--- src/rtl/ram_march_bist_pkg.sv ---
// Shared definitions for the March C- RAM self-test.
// FSM state encoding, pattern select codes and the per-phase table:
// direction, read-expect pattern, write pattern, has_read, has_write.
package ram_bist_pkg;

  typedef enum logic [2:0] {S_IDLE, S_WR, S_RD, S_WAIT, S_DONE} state_t;

  // bg = all zeros, inv = all ones
  typedef enum logic {SEL_BG = 1'b0, SEL_INV = 1'b1} pat_sel_t;

  typedef struct packed {
    logic     down;
    logic     has_read;
    logic     has_write;
    pat_sel_t rd_sel;
    pat_sel_t wr_sel;
  } phase_cfg_t;

  // P0 up W bg | P1 up R bg,W inv | P2 down R inv,W bg | P3 up R bg
  function automatic phase_cfg_t phase_cfg(input logic [1:0] p);
    phase_cfg_t c;
    case (p)
      2'd0:    c = '{down: 1'b0, has_read: 1'b0, has_write: 1'b1, rd_sel: SEL_BG,  wr_sel: SEL_BG};
      2'd1:    c = '{down: 1'b0, has_read: 1'b1, has_write: 1'b1, rd_sel: SEL_BG,  wr_sel: SEL_INV};
      2'd2:    c = '{down: 1'b1, has_read: 1'b1, has_write: 1'b1, rd_sel: SEL_INV, wr_sel: SEL_BG};
      default: c = '{down: 1'b0, has_read: 1'b1, has_write: 1'b0, rd_sel: SEL_BG,  wr_sel: SEL_BG};
    endcase
    return c;
  endfunction

  function automatic logic phase_down(input logic [1:0] p);
    phase_cfg_t c;
    c = phase_cfg(p);
    return c.down;
  endfunction

  function automatic logic phase_reads(input logic [1:0] p);
    phase_cfg_t c;
    c = phase_cfg(p);
    return c.has_read;
  endfunction

endpackage

--- src/rtl/ram_march_bist_if.sv ---
// Single-port RAM bus: we/re/addr/din driven by the initiator, dout from the RAM.
//  master: BIST side   slave: RAM side
interface ram_march_bist_if #(
  parameter int DATA_WIDTH = 7,
  parameter int ADDR_WIDTH = 5
);
  logic                  we;
  logic                  re;
  logic [ADDR_WIDTH-1:0] addr;
  logic [DATA_WIDTH-1:0] din;
  logic [DATA_WIDTH-1:0] dout;

  modport master (output we, re, addr, din, input dout);
  modport slave  (input we, re, addr, din, output dout);
endinterface

--- src/rtl/ram_bist_addr_gen.sv ---
// Up/down address counter for the march elements.
//  load/load_down : load start address (0 or N-1) for a new phase
//  step/down      : advance one address in the current phase direction
//  addr/last      : current address, terminal address of the phase
module ram_bist_addr_gen #(
  parameter int ADDR_WIDTH = 5
) (
  input  logic                  clk,
  input  logic                  rst,
  input  logic                  load,
  input  logic                  load_down,
  input  logic                  step,
  input  logic                  down,
  output logic [ADDR_WIDTH-1:0] addr,
  output logic                  last
);
  localparam logic [ADDR_WIDTH-1:0] TOP = '1;
  localparam logic [ADDR_WIDTH-1:0] ONE = ADDR_WIDTH'(1);

  always_ff @(posedge clk or negedge rst) begin
    if (!rst)      addr <= '0;
    else if (load) addr <= load_down ? TOP : '0;
    else if (step) addr <= down ? addr - ONE : addr + ONE;
  end

  // phase ends on a terminal compare; the counter never relies on wrap
  assign last = down ? (addr == '0) : (addr == TOP);
endmodule

--- src/rtl/ram_march_bist.sv ---
// March C- self-test initiator for a single-port RAM.
//  clk, rst (async, active low)
//  start : pulse, begin test (ignored while busy)   abort : return to idle
//  busy/done/pass, fail_addr/fail_data/fail_phase : status and first failure
//  ram   : RAM bus (master side)
module ram_march_bist
  import ram_bist_pkg::*;
#(
  parameter int DATA_WIDTH = 7,
  parameter int ADDR_WIDTH = 5,
  parameter int RD_LAT     = 1
) (
  input  logic                  clk,
  input  logic                  rst,
  input  logic                  start,
  input  logic                  abort,
  output logic                  busy,
  output logic                  done,
  output logic                  pass,
  output logic [ADDR_WIDTH-1:0] fail_addr,
  output logic [DATA_WIDTH-1:0] fail_data,
  output logic [1:0]            fail_phase,
  ram_march_bist_if.master      ram
);
  localparam int WCW = (RD_LAT > 1) ? $clog2(RD_LAT) : 1;

  state_t                state_q, state_d;
  logic [1:0]            phase_q, phase_nxt;
  logic [WCW-1:0]        wcnt_q;
  phase_cfg_t            cfg;
  logic [ADDR_WIDTH-1:0] addr;
  logic                  last, wait_last;
  logic [DATA_WIDTH-1:0] exp_rd, wr_val;
  logic                  elem_end, run_start, clr, phase_inc, set_pass, capture;
  logic                  ag_load, ag_load_down, ag_step;

  assign cfg       = phase_cfg(phase_q);
  assign phase_nxt = phase_q + 2'd1;
  assign exp_rd    = {DATA_WIDTH{cfg.rd_sel == SEL_INV}};
  assign wr_val    = {DATA_WIDTH{cfg.wr_sel == SEL_INV}};
  assign wait_last = (wcnt_q == WCW'(RD_LAT - 1));

  ram_bist_addr_gen #(.ADDR_WIDTH(ADDR_WIDTH)) u_addr (
    .clk       (clk),
    .rst       (rst),
    .load      (ag_load),
    .load_down (ag_load_down),
    .step      (ag_step),
    .down      (cfg.down),
    .addr      (addr),
    .last      (last)
  );

  always_comb begin
    state_d      = state_q;
    elem_end     = 1'b0;
    run_start    = 1'b0;
    clr          = 1'b0;
    phase_inc    = 1'b0;
    set_pass     = 1'b0;
    capture      = 1'b0;
    ag_load      = 1'b0;
    ag_load_down = 1'b0;
    ag_step      = 1'b0;
    case (state_q)
      S_IDLE, S_DONE: if (start) begin
        state_d   = S_WR;
        run_start = 1'b1;
        ag_load   = 1'b1;
      end
      S_WR:   elem_end = 1'b1;
      S_RD:   state_d  = S_WAIT;
      S_WAIT: if (wait_last) begin
        if (ram.dout != exp_rd) begin
          state_d = S_DONE;
          capture = 1'b1;
        end else if (cfg.has_write) state_d = S_WR;
        else                        elem_end = 1'b1;
      end
      default: state_d = S_IDLE;
    endcase

    // element finished: next address, next phase, or end of test
    if (elem_end) begin
      if (!last) begin
        ag_step = 1'b1;
        state_d = cfg.has_read ? S_RD : S_WR;
      end else if (phase_q == 2'd3) begin
        state_d  = S_DONE;
        set_pass = 1'b1;
      end else begin
        phase_inc    = 1'b1;
        ag_load      = 1'b1;
        ag_load_down = phase_down(phase_nxt);
        state_d      = phase_reads(phase_nxt) ? S_RD : S_WR;
      end
    end

    // abort overrides everything, including a coincident start
    if (abort && state_q != S_IDLE) begin
      state_d      = S_IDLE;
      clr          = 1'b1;
      run_start    = 1'b0;
      phase_inc    = 1'b0;
      set_pass     = 1'b0;
      capture      = 1'b0;
      ag_step      = 1'b0;
      ag_load      = 1'b1;
      ag_load_down = 1'b0;
    end
  end

  always_ff @(posedge clk or negedge rst) begin
    if (!rst) begin
      state_q    <= S_IDLE;
      phase_q    <= '0;
      wcnt_q     <= '0;
      pass       <= 1'b0;
      fail_addr  <= '0;
      fail_data  <= '0;
      fail_phase <= '0;
    end else begin
      state_q <= state_d;
      wcnt_q  <= (state_q == S_WAIT) ? wcnt_q + WCW'(1) : '0;
      if (run_start || clr)  phase_q <= '0;
      else if (phase_inc)    phase_q <= phase_nxt;
      if (run_start || clr) begin
        pass       <= 1'b0;
        fail_addr  <= '0;
        fail_data  <= '0;
        fail_phase <= '0;
      end else begin
        if (set_pass) pass <= 1'b1;
        if (capture) begin
          fail_addr  <= addr;
          fail_data  <= ram.dout;
          fail_phase <= phase_q;
        end
      end
    end
  end

  // decoded straight from state so reset drops them without waiting for a clock
  assign busy     = (state_q == S_WR) || (state_q == S_RD) || (state_q == S_WAIT);
  assign done     = (state_q == S_DONE);
  assign ram.we   = (state_q == S_WR);
  assign ram.re   = (state_q == S_RD);
  assign ram.addr = addr;
  assign ram.din  = (state_q == S_WR) ? wr_val : '0;
endmodule
--- src/flat_wrapper.sv ---
// flat-port wrapper written by rule: the top's interface ports become plain ports
module ram_march_bist_flat import ram_bist_pkg::*;
#(
  parameter int DATA_WIDTH = 7,
  parameter int ADDR_WIDTH = 5,
  parameter int RD_LAT     = 1
)
  (clk, rst, start, abort, busy, done, pass, fail_addr, fail_data, fail_phase, ram_we, ram_re, ram_addr, ram_din, ram_dout);
  ram_march_bist_if #(.DATA_WIDTH(DATA_WIDTH), .ADDR_WIDTH(ADDR_WIDTH)) ram_i ();
  input  logic clk;
  input  logic rst;
  input  logic start;
  input  logic abort;
  output logic busy;
  output logic done;
  output logic pass;
  output logic [ADDR_WIDTH-1:0] fail_addr;
  output logic [DATA_WIDTH-1:0] fail_data;
  output logic [1:0] fail_phase;
  output wire logic [$bits(ram_i.we)-1:0] ram_we;
  output wire logic [$bits(ram_i.re)-1:0] ram_re;
  output wire logic [$bits(ram_i.addr)-1:0] ram_addr;
  output wire logic [$bits(ram_i.din)-1:0] ram_din;
  input wire logic [$bits(ram_i.dout)-1:0] ram_dout;
  assign ram_we = ram_i.we;
  assign ram_re = ram_i.re;
  assign ram_addr = ram_i.addr;
  assign ram_din = ram_i.din;
  assign ram_i.dout = ram_dout;
  ram_march_bist #(.DATA_WIDTH(DATA_WIDTH), .ADDR_WIDTH(ADDR_WIDTH), .RD_LAT(RD_LAT)) u_core (.clk(clk), .rst(rst), .start(start), .abort(abort), .busy(busy), .done(done), .pass(pass), .fail_addr(fail_addr), .fail_data(fail_data), .fail_phase(fail_phase), .ram(ram_i));
endmodule
--- config.mk ---
export PLATFORM = sky130hd
export DESIGN_NAME = ram_march_bist_flat
export DESIGN_NICKNAME = d
export VERILOG_FILES = /design/src/rtl/ram_march_bist_pkg.sv /design/src/rtl/ram_march_bist_if.sv /design/src/rtl/ram_bist_addr_gen.sv /design/src/rtl/ram_march_bist.sv /design/src/flat_wrapper.sv
export SDC_FILE = /design/constraint.sdc
export NUM_CORES = 1
export LEC_CHECK = 0
export CAP_MARGIN = 20
export CORE_MARGIN = 2
export CORE_UTILIZATION = 53
export DETAILED_ROUTE_END_ITERATION = 10
export PLACE_DENSITY = 0.95
export SYNTH_ARGS = -nofsm -noshare
export SYNTH_HDL_FRONTEND = slang
export SYNTH_HIERARCHICAL = 1
export SYNTH_SLANG_ARGS = --single-unit
--- constraint.sdc ---
create_clock -name clk -period 4.47 [get_ports clk]
set_input_delay 0.6705 -clock clk [delete_from_list [all_inputs] [get_ports clk]]
set_output_delay 0.6705 -clock clk [all_outputs]
set_load 0.02 [all_outputs]
## Yosys cells after proc, flatten, opt, wreduce, memory -nomap -nowiden

Cells that the tools add are included.

| word-level totals | value |
|---|---|
| ROM bits | 0 |
| bits in latches | 0 |
| input bits | 11 |
| memories kept | 0 |
| logic and storage cells | 106 |
| output and inout port bits | 31 |
| memory bits (writable) | 0 |
| register bits after elaboration | 26 |

| cells by class | value |
|---|---|
| div/mod/pow operators | 0 |
| muxes and demuxes | 64 |
| reduce and logical (&&, ||, !) cells | 15 |
| $lt $le $gt $ge | 0 |
| shift operators | 0 |
| multipliers | 0 |
| bitwise gates (word level) | 0 |
| eq/ne operators | 15 |
| add/sub/neg operators | 4 |

Operator list:

| kind | number |
|---|---|
| 2-to-1 mux 1 bit | 34 |
| 2-to-1 mux 5 bit | 6 |
| case mux 5 bit (3 select lines) | 2 |
| 2-to-1 mux 3 bit | 8 |
| 2-to-1 mux 7 bit | 3 |
| 2-to-1 mux 2 bit | 6 |
| 2-to-1 mux 4 bit | 3 |
| case mux 3 bit (4 select lines) | 1 |
| nonzero test 2 bit | 4 |
| inequality test 7 bit | 1 |
| == test 2 bit (second input constant) | 3 |
| == test 3 x 2 -> 1 bit (second input constant) | 2 |
| adder 5 x 1 -> 5 bit (second input constant) | 1 |
| == test 5 bit (second input constant) | 1 |
| logical NOT 5 bit | 1 |
| inequality test 5 x 1 -> 1 bit (second input constant) | 1 |
| subtractor 5 x 1 -> 5 bit (second input constant) | 1 |
| == test 2 x 1 -> 1 bit (second input constant) | 2 |
| logical NOT 2 bit | 2 |
| inequality test 4 x 2 -> 1 bit (second input constant) | 1 |
| inequality test 4 bit (second input constant) | 1 |
| AND reduction 4 bit | 1 |
| == test 3 x 1 -> 1 bit (second input constant) | 1 |
| == test 3 bit (second input constant) | 1 |
| other kinds (9) | 11 |

## Longest topological paths before layout

| depth | value |
|---|---|
| word-level depth | 12 |
| gate-level depth with buffers | 11 |
| depth with buffers taken out | 10 |

## Hierarchy

The synthesis kept the hierarchy.

Modules (own cells, without submodules):

| module | times used | area an instance (µm²) | seq. area each (µm²) | cells an instance |
|---|---|---|---|---|
| ram_march_bist | 1 | 1,202.4 | 525.5 | 111 |
| ram_bist_addr_gen | 1 | 460.4 | 125.1 | 46 |

## Worst setup path after synthesis

Ideal clock, no wire load.

| timing | value |
|---|---|
| kind | reg-to-reg |
| from | reg u_core.phase_q[0] |
| to | reg u_core.u_addr.addr[3] |
| slack | 1,942 ps |
| cell stages (with the launch flop) | 12 |
| arrival time | 2,392 ps |
| path buffers | 1 |
| period minus slack after synthesis | 2,528 ps |
| library setup time | 136 ps |
| data required time | 4,334 ps |
| path through | dfrtp_1 -> inv_1 -> ha_1 -> nand2b_1 -> o21ai_0 -> nor2b_1 -> o21ai_1 -> nand2_1 -> buf_2 -> nor2b_1 -> or2_0 -> a211oi_2 |

RTL lines:

| item | RTL line | RTL |
|---|---|---|
| start, declared | ram_march_bist.sv:28 | `logic [1:0] phase_q, phase_nxt;` |
| start signal, assigned | ram_march_bist.sv:126 | `else if (phase_inc) phase_q <= phase_nxt;` |
| end signal, assigned | ram_bist_addr_gen.sv:22 | `else if (load) addr <= load_down ? TOP : '0;` |
| end signal, assigned | ram_bist_addr_gen.sv:23 | `else if (step) addr <= down ? addr - ONE : addr + ONE;` |
| end, declared | ram_bist_addr_gen.sv:14 | `output logic [ADDR_WIDTH-1:0] addr,` |

==> summary.md <==
| Metric | Value |
|---|---|
| Slew of the pin with the lowest slew margin | `~0.7 ns` |
| Antenna fix cells | `0` |
| Post-synth net total | `about 180` |
| Leak | `around 0.91 nW` |
| I/O Buffers | `41` |
| Mean post-synth cell area | `approximately 11 um2` |
| P_int | `about 0.43 mW` |
| Status | `complete, no violations` |
| Met2 wire len | `2204 um` |
| Endpoint type of the worst setup path | `flop` |
| Top cells by area, synth | `dfrtp_1 39%, a22o_1 7.4%, ha_1 6.0%` |
| Sequential power share | `44.4%` |
| Post_cts resized | `0` |
| Via density | `about 5.8` |
| Total die area | `~3600 um2` |
| Largest net degree at the start of global routing | `27` |
| Core area | `a little over 3000 um2` |
| Sequential share of the synthesized area | `about two fifths` |
| FILL cells | `around 220` |
| Insertion delay to the later sink of the worst-skew pair | `0.32 ns` |
| Clk pwr share | `25.3%` |
| Combinational fraction of design power | `30.3%` |
| Vias in the first global route | `~1.3k` |
| Initial Util | `54.92%` |
| Layout Utilization | `slightly below 70%` |
| Fin Setup TNS | `0 ns` |
| Finished Layout Cells | `about 230` |
| Pre-antenna DRT Iters | `4` |
| Hold Path Class | `flop to flop` |
| Fmax | `310.9 MHz` |
| Tcrit/Tclk final | `between 70 and 80%` |
| Initial antenna violation count | `0` |
| Setup CP Type | `flop to flop` |
| Die Wd | `about 60 um` |
| H-tree depth | `1` |
| Total CTS buffers | `3` |
| DR DRC count | `0` |
| Layout cells sized above 1 | `between 10% and 20%` |
| Critical Path Fanout Max | `12` |
| Ys Warns | `6` |
| Final total power | `~0.64 mW` |
| Per-cell routed wire length | `17.12 um` |
| WP data required | `4.69 ns` |
| Post-synthesis register bit count | `26` |
| Post-synth top area cell | `dfrtp_1` |
| Worst-path clk slew | `approximately 0.15 ns` |
| Switching share of power | `about a third` |
| CP Data Arrival Time | `between 3 and 4 ns` |
| Rel. slew slack | `a little over half` |
| Clock sinks | `26` |
| Fin. max-slew vios | `0` |
| Post-CTS Hold Buffers | `0` |
| Pwr dens | `roughly 310 nW/um2` |
| Cell count after synthesis | `approximately 160` |
| Max Cap Viol | `0` |
| Final hold violation count | `0` |
| Cell Area, Synth | `1663 um2` |
| Period minus WS final | `3.216 ns` |
| Remaining Overflow, GRT | `0` |
| Worst Setup Start Kind | `flop` |
| Post-CTS Setup Bufs | `0` |
| Clock tree from TritonCTS | `built` |
| Vias after detailed routing | `about 1.4k` |
| Setup WS pre-CTS | `1.251 ns` |
| # setup viols final | `0` |
| GP Congestion | `between 0.9 and 1` |
| Post-route setup slack | `1.254 ns` |
| I/O Pins | `42` |
| GRT Util Overall | `24.11%` |
| Max Used Layer | `met4` |
| Rows | `20` |
| Layout Nets | `~210` |
| Die Span Y | `about 60 um` |
| RSZ-0062 raised after global routing | `false` |
| Unique masters post-synth | `50` |
| Drt initial violations | `48` |
| Met3 WL | `between 150 and 200 um` |
| Clock Path Buffers | `2` |
| Antenna Nets Post-Route | `0` |
| Clock skew | `0.008247 ns` |
| Area growth syn-to-layout | `25.36%` |
| HPWL Detailed | `2987 um` |
| M1 wire length | `roughly 1600 um` |
| Worst vdd ir | `0.0002539 V` |
| Final Routed Wirelength | `4007 um` |
| Placed insts | `230` |
| Switch Pwr | `around 0.21 mW` |
| Root cell of the clock tree | `clkbuf_4` |
| Post-synth top area share | `roughly 40%` |
| First-pass GRT wire length | `6403 um` |
placed cells by master (no fill, tap or decap), types with 3 or more instances in the layout:
master | synthesis | routed
inv_1 | 4 | 4
nand4_1 | 3 | 3
clkdlybuf4s50_1 | 0 | 41
nor3_1 | 5 | 5
o21ai_1 | 3 | 3
nor2_1 | 8 | 8
mux2i_1 | 3 | 3
and2_1 | 3 | 3
a22o_1 | 14 | 14
dfrtp_1 | 26 | 26
ha_1 | 8 | 8
nor2b_1 | 4 | 4
a21o_1 | 3 | 3
a21oi_1 | 3 | 3
o21ai_0 | 5 | 5
nand2_1 | 11 | 11
nor4_1 | 3 | 3
clkbuf_4 | 0 | 3
final timing paths:
path	startpoint	end	slack (ns)	depth (start not counted)
worst max-delay path	u_core/phase_q[0]$_DFFE_PN0P_	u_core/u_addr/addr[1]$_DFFE_PN0P_	1.25	10
worst min-delay path	u_core/fail_data[6]$_DFFE_PN0P_	u_core/fail_data[6]$_DFFE_PN0P_	0.52	1
worst max register to register	u_core/phase_q[0]$_DFFE_PN0P_	u_core/u_addr/addr[1]$_DFFE_PN0P_	1.25	10
worst min register to register	u_core/fail_data[6]$_DFFE_PN0P_	u_core/fail_data[6]$_DFFE_PN0P_	0.52	1
max in group asynchronous	rst	u_core/fail_data[2]$_DFFE_PN0P_	3.53	2
min in group asynchronous	rst	u_core/fail_data[1]$_DFFE_PN0P_	0.68	2
synthesized netlist by cell type, drive strengths merged:
library cell   n
dfrtp         26
a22o          14
buf           13
nand2         11
nor2           9
ha             8
o21ai          8
nor3           5
a21oi          4
and2           4
inv            4
nor2b          4
nor4           4
a211oi         3
a21o           3
mux2i          3
nand2b         3
nand4          3
nor3b          3
a21boi         2
and4bb         2
nand3          2
nand3b         2
or2            2
xor2           2
a2111oi        1
a2bb2oi        1
and2b          1
and3           1
and4b          1
fa             1
mux2           1
o211a          1
o21bai         1
o22ai          1
o311ai         1
o31ai          1
o32ai          1
per-layer routing:
layer | up-vias | global-route usage, %
met1 | 663 | 27.39
met5 | - | 0
met2 | 49 | 45.96
li1 | 645 | -
met3 | 8 | 3.463
met4 | 0 | 6.984
critical path, cell delays in order (launching register included):
cell,delay (ns)
dfrtp_1,0.48
inv_1,0.13
ha_1,0.48
nand4_1,0.14
or2_2,0.34
a21oi_2,0.27
o21ai_1,0.14
nor2_1,0.55
and2b_2,0.29
a211oi_1,0.24
nor2_1,0.06
power by group through the flow:
| stage | clock [mW] | combinational, mW | sequential [mW] |
|---|---|---|---|
| 2_1_floorplan | 0 | 0.114 | 0.293 |
| 3_3_place_gp | 0 | 0.179 | 0.286 |
| 3_5_place_dp | 0 | 0.191 | 0.287 |
| 4_1_cts | 0.167 | 0.192 | 0.283 |
| 5_1_grt | 0.174 | 0.206 | 0.288 |
| 6_report | 0.161 | 0.193 | 0.283 |
flip-flops by register name, summed over array words and instances, names as in the netlist:
name,count
u_core/phase_q,2
u_core/wcnt_q,1
u_core/fail_addr,5
u_core/pass,1
u_core/fail_phase,2
u_core/u_addr/addr,5
u_core/state_q,3
u_core/fail_data,7
cell type report:
class / instances / area (um2) / share of cell area (%)
repair buffers: 42 / 417.9 / 20.05
multi-input cells: 114 / 893.4 / 42.86
clock buffers: 3 / 22.52 / 1.080
well taps: 44 / 55.05 / 2.641
flip-flops and latches: 26 / 650.6 / 31.21
clock inverters: 1 / 30.03 / 1.441
inverters: 4 / 15.01 / 0.7203
per-stage QoR:
stage | cell area, um2 | hold WS [ns]
4_1_cts | 2085 | 0.5291
5_1_grt | 2085 | 0.5510
3_5_place_dp | 2032 | 0.4924
6_report | 2085 | 0.5202
3_3_place_gp | 2032 | 0.4878
2_1_floorplan | 1663 | 0.3749
cells by family (layout without fill, tap and decap cells):
group,Yosys count,in the layout,synth area share (%)
and+or+nand+nor,57,57,21.29
AOI/OAI and AO/OA,42,42,21.67
DFF,26,26,39.13
buffers and inverters,17,50,7.148
adders and majority gates,9,9,7.224
muxes,4,4,2.483
xor gates and xnor gates,2,2,1.054
Note: power is estimated with default switching activity, not from simulation.
